`src/rtl/random_pkg.sv`:
```
`default_nettype none
// +--------------------------------------------------------------------------+
// | random_pkg : shared FSM state type and default constants for the         |
// |              random_source_arbiter block.  Revision: 1.0                 |
// +--------------------------------------------------------------------------+
package random_pkg;

  localparam int C_DEF_WIDTH         = 32;
  localparam int C_DEF_REQUESTERS    = 4;
  localparam int C_DEF_WARMUP_CYCLES = 16;

  typedef enum logic [2:0] {
    ST_RESEED  = 3'd0,
    ST_WARMUP  = 3'd1,
    ST_IDLE    = 3'd2,
    ST_STEP    = 3'd3,
    ST_DELIVER = 3'd4
  } state_e;

endpackage

`default_nettype wire

```
`src/rtl/random_source_arbiter_if.sv`:
```
`default_nettype none
// +--------------------------------------------------------------------------+
// | random_source_arbiter_if : requester, delivery and CA-source signals.    |
// | Revision: 1.0                                                            |
// +--------------------------------------------------------------------------+
interface random_source_arbiter_if
  import random_pkg::*;
#(
  parameter int Width      = C_DEF_WIDTH,
  parameter int Requesters = C_DEF_REQUESTERS
);

  logic [Requesters-1:0] req;
  logic                  reseed;
  logic [Width-1:0]      src_random;
  logic                  src_ce;
  logic                  src_rst;
  logic [Requesters-1:0] valid;
  logic [Width-1:0]      random;
  logic                  ready;

  modport master (
    output req, reseed, src_random,
    input  src_ce, src_rst, valid, random, ready
  );

  modport slave (
    input  req, reseed, src_random,
    output src_ce, src_rst, valid, random, ready
  );

endinterface

`default_nettype wire

```
`src/rtl/rr_arbiter.sv`:
```
`default_nettype none
// +--------------------------------------------------------------------------+
// | rr_arbiter : combinational round-robin pick, first set bit after         |
// |              last_grant, wrapping modulo Requesters.  Revision: 1.0      |
// +--------------------------------------------------------------------------+
module rr_arbiter
  import random_pkg::*;
#(
  parameter int Requesters = C_DEF_REQUESTERS,
  localparam int IW        = $clog2(Requesters)
) (
  input  logic [Requesters-1:0] req,
  input  logic [IW-1:0]         last_grant,
  output logic [IW-1:0]         winner,
  output logic                  any
);

  logic [IW:0] w_pos;

  // Scan from the farthest candidate back to the nearest so the nearest set bit wins.
  always_comb begin
    winner = '0;
    w_pos  = '0;
    for (int i = Requesters; i >= 1; i--) begin
      w_pos = {1'b0, last_grant} + (IW+1)'(i);
      if (w_pos >= (IW+1)'(Requesters)) begin
        w_pos = w_pos - (IW+1)'(Requesters);
      end
      if (req[w_pos[IW-1:0]]) begin
        winner = w_pos[IW-1:0];
      end
    end
  end

  assign any = |req;

endmodule

`default_nettype wire

```
`src/rtl/random_source_arbiter.sv`:
```
`default_nettype none
// +--------------------------------------------------------------------------+
// | random_source_arbiter : shares one external CA random source among       |
// | round-robin requesters; each word is stepped once and delivered once.    |
// | Option: RANDOM_SOURCE_ARBITER_IDLE_RUN_EN keeps the source stepping in   |
// | IDLE.  Revision: 1.0                                                     |
// +--------------------------------------------------------------------------+
module random_source_arbiter
  import random_pkg::*;
#(
  parameter int Width        = C_DEF_WIDTH,
  parameter int Requesters   = C_DEF_REQUESTERS,
  parameter int WarmupCycles = C_DEF_WARMUP_CYCLES
) (
  input  logic                    clk,
  input  logic                    rst,
  random_source_arbiter_if.slave  bus
);

  localparam int IW = $clog2(Requesters);
  localparam int CW = $clog2(WarmupCycles + 1);

  localparam logic [CW-1:0] C_WARM_LOAD  = CW'(WarmupCycles - 1);
  localparam logic [IW-1:0] C_LAST_RESET = IW'(Requesters - 1);
  localparam logic [Requesters-1:0] C_ONE = {{(Requesters-1){1'b0}}, 1'b1};

  state_e                r_state;
  logic [CW-1:0]         r_cnt;
  logic [IW-1:0]         r_last_grant;
  logic [IW-1:0]         r_winner;
  logic [Requesters-1:0] r_valid;
  logic [Width-1:0]      r_random_hold;
  logic                  r_pending;

  logic [IW-1:0]         w_winner;
  logic                  w_any;
  logic                  w_step;

  rr_arbiter #(
    .Requesters (Requesters)
  ) u_rr_arbiter (
    .req        (bus.req),
    .last_grant (r_last_grant),
    .winner     (w_winner),
    .any        (w_any)
  );

  always_ff @(posedge clk) begin
    if (rst) begin
      r_state       <= ST_WARMUP;
      r_cnt         <= C_WARM_LOAD;
      r_last_grant  <= C_LAST_RESET;
      r_winner      <= '0;
      r_valid       <= '0;
      r_random_hold <= '0;
      r_pending     <= 1'b0;
    end else begin
      r_valid <= '0;
      // Reseed requests outside IDLE are remembered; repeats collapse into one.
      if (bus.reseed && (r_state != ST_IDLE)) begin
        r_pending <= 1'b1;
      end
      case (r_state)
        ST_RESEED: begin
          r_cnt   <= C_WARM_LOAD;
          r_state <= ST_WARMUP;
        end
        ST_WARMUP: begin
          if (r_cnt == '0) begin
            r_state <= ST_IDLE;
          end else begin
            r_cnt <= r_cnt - 1'b1;
          end
        end
        ST_IDLE: begin
          if (bus.reseed || r_pending) begin
            r_pending <= 1'b0;
            r_state   <= ST_RESEED;
          end else if (w_any) begin
            r_winner <= w_winner;
            r_state  <= ST_STEP;
          end
        end
        ST_STEP: begin
          r_valid <= C_ONE << r_winner;
          r_state <= ST_DELIVER;
        end
        ST_DELIVER: begin
          r_random_hold <= bus.src_random;
          r_last_grant  <= r_winner;
          r_state       <= ST_IDLE;
        end
        default: begin
          r_state <= ST_IDLE;
        end
      endcase
    end
  end

`ifdef RANDOM_SOURCE_ARBITER_IDLE_RUN_EN
  assign w_step = (r_state == ST_WARMUP) || (r_state == ST_STEP) || (r_state == ST_IDLE);
`else
  assign w_step = (r_state == ST_WARMUP) || (r_state == ST_STEP);
`endif

  assign bus.src_ce  = w_step && !rst;
  assign bus.src_rst = rst || (r_state == ST_RESEED);
  assign bus.valid   = r_valid;
  // The freshly stepped word is presented alongside valid and held afterwards.
  assign bus.random  = (r_state == ST_DELIVER) ? bus.src_random : r_random_hold;
  assign bus.ready   = (r_state == ST_IDLE) || (r_state == ST_STEP) || (r_state == ST_DELIVER);

endmodule

`default_nettype wire

```
`src/flat_wrapper.sv`:
```
// flat-port wrapper written by rule: the top's interface ports become plain ports
module random_source_arbiter_flat import random_pkg::*;
#(
  parameter int Width        = C_DEF_WIDTH,
  parameter int Requesters   = C_DEF_REQUESTERS,
  parameter int WarmupCycles = C_DEF_WARMUP_CYCLES
)
  (clk, rst, bus_req, bus_reseed, bus_src_random, bus_src_ce, bus_src_rst, bus_valid, bus_random, bus_ready);
  random_source_arbiter_if #(.Width(Width), .Requesters(Requesters)) bus_i ();
  input  logic clk;
  input  logic rst;
  input wire logic [$bits(bus_i.req)-1:0] bus_req;
  input wire logic [$bits(bus_i.reseed)-1:0] bus_reseed;
  input wire logic [$bits(bus_i.src_random)-1:0] bus_src_random;
  output wire logic [$bits(bus_i.src_ce)-1:0] bus_src_ce;
  output wire logic [$bits(bus_i.src_rst)-1:0] bus_src_rst;
  output wire logic [$bits(bus_i.valid)-1:0] bus_valid;
  output wire logic [$bits(bus_i.random)-1:0] bus_random;
  output wire logic [$bits(bus_i.ready)-1:0] bus_ready;
  assign bus_i.req = bus_req;
  assign bus_i.reseed = bus_reseed;
  assign bus_i.src_random = bus_src_random;
  assign bus_src_ce = bus_i.src_ce;
  assign bus_src_rst = bus_i.src_rst;
  assign bus_valid = bus_i.valid;
  assign bus_random = bus_i.random;
  assign bus_ready = bus_i.ready;
  random_source_arbiter #(.Width(Width), .Requesters(Requesters), .WarmupCycles(WarmupCycles)) u_core (.clk(clk), .rst(rst), .bus(bus_i));
endmodule
```
`config.mk`:
```
export PLATFORM = sky130hd
export DESIGN_NAME = random_source_arbiter_flat
export DESIGN_NICKNAME = d
export VERILOG_FILES = /design/src/rtl/random_pkg.sv /design/src/rtl/random_source_arbiter_if.sv /design/src/rtl/rr_arbiter.sv /design/src/rtl/random_source_arbiter.sv /design/src/flat_wrapper.sv
export SDC_FILE = /design/constraint.sdc
export NUM_CORES = 1
export LEC_CHECK = 0
export ABC_AREA = 1
export BUFFER_PORTS_ARGS = -buffer_cell sky130_fd_sc_hd__buf_2
export CORE_ASPECT_RATIO = 0.6
export CORE_MARGIN = 8
export CORE_UTILIZATION = 33
export CTS_CLUSTER_DIAMETER = 30
export DETAILED_ROUTE_END_ITERATION = 10
export GPL_ROUTABILITY_DRIVEN = 0
export PLACE_DENSITY = 0.59
export SYNTH_ARGS = -nofsm -noshare
export SYNTH_HDL_FRONTEND = slang
export SYNTH_SLANG_ARGS = --single-unit
```
`constraint.sdc`:
```
create_clock -name clk -period 1.75 [get_ports clk]
set_input_delay 0 -clock clk [delete_from_list [all_inputs] [get_ports clk]]
set_output_delay 0 -clock clk [all_outputs]
set_load 0.1 [all_outputs]
```
# Word level (Yosys, flattened, before mapping)
# Index checks and enable logic that the tools add are counted.
dict set report totals {
  register_bits 49
  inputBits 39
  output_inout_bits 39
  elab_cells 77
}
dict set report classes {
  add_sub_neg 9
  order_cmp 8
  eq_ne 8
  n_shift 1
  mux 26
  bitwise_logic 2
  n_reduce_logical 16
}
# operator n
set op_table {}
lappend op_table {{2-to-1 mux 32 bit} 1}
lappend op_table {{2-to-1 mux 2 bit} 8}
lappend op_table {{>= comparator 3 bit (second input constant)} 4}
lappend op_table {{less-than comparator 2 x 3 -> 1 bit (second input constant)} 4}
lappend op_table {{one-hot mux 3 bit (4 select lines)} 1}
lappend op_table {{one-hot mux 5 bit (2 select lines)} 1}
lappend op_table {{2-to-1 mux 3 bit} 3}
lappend op_table {{binary-select mux 1 bit (select 2 bit)} 4}
lappend op_table {{subtractor 2 x 1 -> 2 bit (second input constant)} 4}
lappend op_table {{2-to-1 mux 1 bit} 7}
lappend op_table {{adder 2 x 2 -> 3 bit (second input constant)} 2}
lappend op_table {{== test 3 x 2 -> 1 bit (second input constant)} 2}
lappend op_table {{inequality test 3 x 2 -> 1 bit (second input constant)} 2}
lappend op_table {{zero test 5 bit} 1}
lappend op_table {{logical OR 1 bit} 5}
lappend op_table {{2-to-1 mux 5 bit} 1}
lappend op_table {{subtractor 5 x 1 -> 5 bit (second input constant)} 1}
lappend op_table {{AND reduction 2 bit} 2}
lappend op_table {{OR reduction 4 bit} 1}
lappend op_table {{<< shifter 1 x 2 -> 4 bit (first input constant)} 1}
lappend op_table {{adder 2 x 1 -> 3 bit (second input constant)} 1}
lappend op_table {{adder 2 x 3 -> 3 bit (second input constant)} 1}
lappend op_table {{== test 3 x 1 -> 1 bit (second input constant)} 1}
lappend op_table {{== test 3 bit (second input constant)} 1}
lappend op_table {{other kinds (9)} 11}

# Depth between registers and ports, before layout
dict set report depth {
  depth_word 9
  mapped_depth 11
  ltp_nobuf 10
}

# Hierarchy
# Synthesis repeated with hierarchy kept, for this count alone.
dict set report unflattened {
  cells_unflattened 325
  area_unflattened_um2 2409.8
}
# mod n_inst cells_per_inst area_per_inst_um2 seq_area_each_um2
set modules_own_cells {}
lappend modules_own_cells {random_source_arbiter 1 274 2143.3 980.9}
lappend modules_own_cells {rr_arbiter 1 51 266.5 0.0}

# Worst setup path after synthesis
# Ideal clock, no wire load.
dict set report synth_path {
  path_kind {register to output}
  from {reg u_core.r_state[2]}
  to {out bus_src_ce}
  arrival_time_ns 1.699
  t_required_ns 1.750
  setup_slack_ns 0.051
  stages_incl_launch_ff 4
  path_buffers 0
  path_cell_list {dfxtp_1 inv_1 nand2_1 nor2_1}
}
dict set report synth_via {
  elab_chain_cells 3
  word_cells_on_any_way 4
  classes_between {2 x eq/ne; 2 x reduce/logical}
}
# element line
set synth_lines {}
lappend synth_lines {{start: declaration} random_source_arbiter.sv:27} ;# state_e r_state;
lappend synth_lines {{start signal: assignment} random_source_arbiter.sv:50} ;# r_state <= ST_WARMUP;
lappend synth_lines {{start signal: assignment} random_source_arbiter.sv:66} ;# r_state <= ST_WARMUP;
lappend synth_lines {{start signal: assignment} random_source_arbiter.sv:70} ;# r_state <= ST_IDLE;
lappend synth_lines {{== test 3 x 1 -> 1 bit / == test 3 x 2 -> 1 bit (equally long branches)} random_source_arbiter.sv:103} ;# assign w_step = (r_state == ST_WARMUP) || (r_state == ST_STEP);
lappend synth_lines {{logical OR 1 bit *} random_source_arbiter.sv:103}
lappend synth_lines {{logical AND 1 bit *} random_source_arbiter.sv:106} ;# assign bus.src_ce = w_step && !rst;
lappend synth_lines {{end: declaration} flat_wrapper.sv:15} ;# output wire logic [$bits(bus_i.src_ce)-1:0] bus_src_ce;
# Mark *: on every way between the ends. The rest lies on a longest branch, timed or not.

# Final worst setup path
dict set report layout_path {
  from {reg u_core.r_state[1]}
  to {out bus_random[19]}
}
dict set report layout_via {
  elab_chain_cells 2
}
# element line
set layout_lines {}
lappend layout_lines {{== test 3 bit} random_source_arbiter.sv:110} ;# assign bus.random = (r_state == ST_DELIVER) ? bus.src_random : r_random_hold;
lappend layout_lines {{2-to-1 mux 32 bit} random_source_arbiter.sv:110}
lappend layout_lines {{end: declaration} flat_wrapper.sv:18} ;# output wire logic [$bits(bus_i.random)-1:0] bus_random;
# Every way passes these cells.

==> flow_summary_export.csv <==
group,metric,value,unit
global_routing,maximum_number_of_pins_on_one_net_before_global_route_repair,33,
clock_network,htree_num_levels,2,
yosys,sequential_to_total_area_share_from_yosys_stat,0.416,
outcome,failed_checks,"hold timing",
yosys,yosys.area.top_type,"dfxtp_1",
place,place_worst_setup_slack,0.239,ns
yosys,complex_gate_fraction_of_the_synthesized_area,0.159,
yosys,mappedNetlistArea,0.00236,mm²
sta,setup_slack_after_layout,0.150,ns
layout,antenna-diode-count,0,
clock_network,cts.sinks,49,
yosys,ys_seq_elements,49,
global_routing,grt_pass1_vias,2238,
sta,final-max-slew-violation-count,0,
drt,wl_per_cell,12.3,µm
sta,timing.final.hold_violations,1,
hold_path,worstHoldPathType,"input pin to register",
drt,routedLengthMet1,2980,µm
drt,postRouteAntennaNets,0,
drt,vias,2174,
sta,setup_repair_after_global_routing_missed_its_margin,"no",
layout,syn_to_final_growth,58.7,%
yosys,postSynthCellCount,306,
clock_network,cts-buffers-inserted,5,
setup_path,r2r_slack,0.29,ns
yosys,synth_top_family_by_area,"simple AND/OR/NAND/NOR gates",
floorplan,placement_rows,24,
yosys,synth_xor_xnor_area_share,0.00743,
yosys,synth.yosys.warnings,0,
clock_network,clk_pin_slew,0.06,ns
layout,drive_above_1_share,0.344,
floorplan,coreArea,0.00709,mm²
setup_path,cp-start-kind,"register",
drt,detail_route.vias_per_cell,4.31,
layout,multi_input_comb_area,0.00110,mm²
power,power_per_cell_area,922,mW/mm²
place,buffer_ports.inserted,77,
drt,drt_iter0_markers,81,
power,power.static_leakage,1.98,nW
sta,timing.clock.skew,0.00339,ns
sta,totalNegativeSetupSlack,0,ns
sta,setup_viol_count_final,0,
layout,layout.nets,452,
sta,tightestPinTransition,0.497,ns
sta,fmaxAchievable,625,MHz
sta,min_period_over_period,0.914,
drt,met3_length,424,µm
floorplan,io-pin-count,78,
setup_path,worst_ep_arrival_time,1.60,ns
outcome,run_status,"complete, but fails checks",
global_routing,grt_pass1_wl,10500,µm
floorplan,die_area,0.0102,mm²
clock_network,cts_max_path_buffers,2,
drt,detailedRoute.firstPassIterationCount,4,
floorplan,die_width,125,µm
run,drv.max_cap_violation_count,0,
floorplan,initial_utilization,0.332,
setup_path,setup.worst_path.class,"register to output pin",
sta,slew_headroom,0.671,
layout,seqCellArea,982,µm²
setup_path,ff2ff_path_depth,8,
yosys,yosys.area.top_type_share,0.416,
yosys,synth_adder_area_share,0.00531,
clock_network,clock-root-buffer,"clkbuf_16",
global_routing,antenna_found_initial,0,
drt,route.top_layer_used,"met4",
floorplan,floorplan.die.height,81.5,µm
global_routing,gr-usage-all-layers,0.126,
place,postPlaceCellArea,0.00328,mm²
clock_network,tritoncts,"built",
drt,drc,0,
global_routing,grt_remaining_overflow,0,
yosys,synthesized_area_per_cell,7.70,µm²
hold_path,hold-path-cell-count,3,
setup_path,required_time_of_the_critical_path,1.75,ns
place,dp.final_hpwl,4520,µm
drt,total_met2_wirelength_after_detailed_routing,2740,µm
yosys,postSynthNetCount,346,
setup_path,end_kind,"output pin",
layout,fillers,668,
setup_path,critical_path.max_fanout,26,
yosys,yosys.cell_types.count,32,
power,vdd.ir_drop.worst,0.469,mV
clock_network,worst_skew_pair.late_latency,0.28,ns
sta,worst_case_hold_slack,-0.0204,ns
yosys,synthMuxAreaShare,0,
drt,totalWireLength,6190,µm
yosys,synth_simple_gate_area_frac,0.293,
sta,finalWorstPathRequiredPeriod,1.60,ns
yosys,synth_area_leaders,"dfxtp_1, o21ai_2, nor2_1",
layout,final_area,0.00374,mm²
[metrics by stage]
step / utilization / std cells / power, W
after detailed placement: 0.463 / 466 / 0.00249
after floorplan: - / 306 / 0.00214
after global routing: 0.528 / 504 / 0.00362
after global placement: 0.463 / 466 / 0.00247
final: 0.528 / 504 / 0.00345
after CTS: 0.526 / 504 / 0.00348
[cells in the mapped netlist]
cell type / count
dfxtp_1: 49
nor2_1: 49
inv_1: 48
nand2_1: 34
o21ai_2: 29
or2_1: 28
nand2_2: 11
nand3_1: 8
a21oi_1: 6
o21ai_0: 5
buf_6: 4
buf_2: 3
o211ai_1: 3
o21ai_1: 3
a21oi_2: 2
clkbuf_1: 2
clkbuf_2: 2
inv_2: 2
nand3_2: 2
or2_0: 2
or2_2: 2
xor2_1: 2
and2_1: 1
buf_4: 1
ha_1: 1
inv_6: 1
nand3b_1: 1
nand4_1: 1
nor2_2: 1
nor3_4: 1
nor4_1: 1
o211a_1: 1
[flip-flops by register name, indices dropped and copies added (netlist names)]
name and cells:
u_core.r_winner 2, u_core.bus.valid 4, u_core.r_pending 1, u_core.r_state 3, u_core.r_random_hold 32, u_core.r_last_grant 2
u_core.r_cnt 5
[metal layers]
| metal | vias to the layer above | global-route usage |
|---|---|---|
| met1 | 959 | 0.154 |
| met5 | - | 0 |
| met3 | 5 | 0.0480 |
| met2 | 54 | 0.211 |
| li1 | 1156 | - |
| met4 | 0 | 0.0290 |
[cell families (layout without fill, tap and decap cells)]
logic type | Yosys count | after routing
simple gates | 142 | 142
fa+ha+maj | 1 | 1
compound gates | 49 | 49
flops | 49 | 49
buf+inv | 63 | 170
xor+xnor | 2 | 2
[final cells by class]
type                    count  area share
clock inverters             3     0.00469
clock buffers               5      0.0335
repair buffers            111       0.322
multi-input cells         194       0.293
well taps                  91      0.0305
flip-flops and latches     49       0.263
inverters                  51      0.0539
[worst max-delay path, stage by stage (launching register included)]
cell and delay [ns]:
dfxtp_2 0.34, nor2_1 0.15, nand2_2 0.12, buf_6 0.21, o21ai_1 0.20, inv_1 0.10
buf_12 0.17
[power by group]
group	switching, W	internal, W	leakage (nW)	total (W)
Combinational	0.000886	0.000405	1.51	0.00129
Clock	0.000398	0.000524	0.0696	0.000922
Sequential	0.0000427	0.00119	0.397	0.00123
[worst paths after layout]
path                            from                       end
setup reg to reg     u_core.r_cnt[0]           u_core.r_cnt[3]
hold reg to reg   u_core.r_winner[1]       u_core.bus.valid[2]
hold / removal    bus_src_random[26]  u_core.r_random_hold[26]
setup / recovery   u_core.r_state[1]            bus_random[19]
[what timing repair did]
action | CTS | global route
hold buffers | 30 | 0
pin swaps | 0 | 0
endpoints found under the hold margin | 30 | 0
buffers inserted | 0 | 0
setup endpoints to repair | 32 | 12
resized for setup | 1 | 6
[layout by cell type, fill, tap and decap left out, types with 2 or more instances in the layout]
| cell type | count |
|---|---|
| dlygate4sd3_1 | 30 |
| nand2_1 | 33 |
| or2_2 | 2 |
| inv_6 | 2 |
| buf_2 | 44 |
| or2_0 | 2 |
| o21ai_1 | 5 |
| inv_1 | 48 |
| o21ai_0 | 3 |
| clkbuf_16 | 5 |
| xor2_1 | 2 |
| or2_1 | 28 |
| nand3_1 | 8 |
| a21oi_1 | 6 |
| o21ai_2 | 29 |
| buf_4 | 3 |
| buf_12 | 32 |
| o211ai_1 | 3 |
| nor2_1 | 49 |
| nand3_2 | 2 |
| a21oi_2 | 2 |
| dfxtp_1 | 48 |
| nand2_2 | 12 |
| clkinv_2 | 2 |
Note: power is estimated with default switching activity, not from simulation.
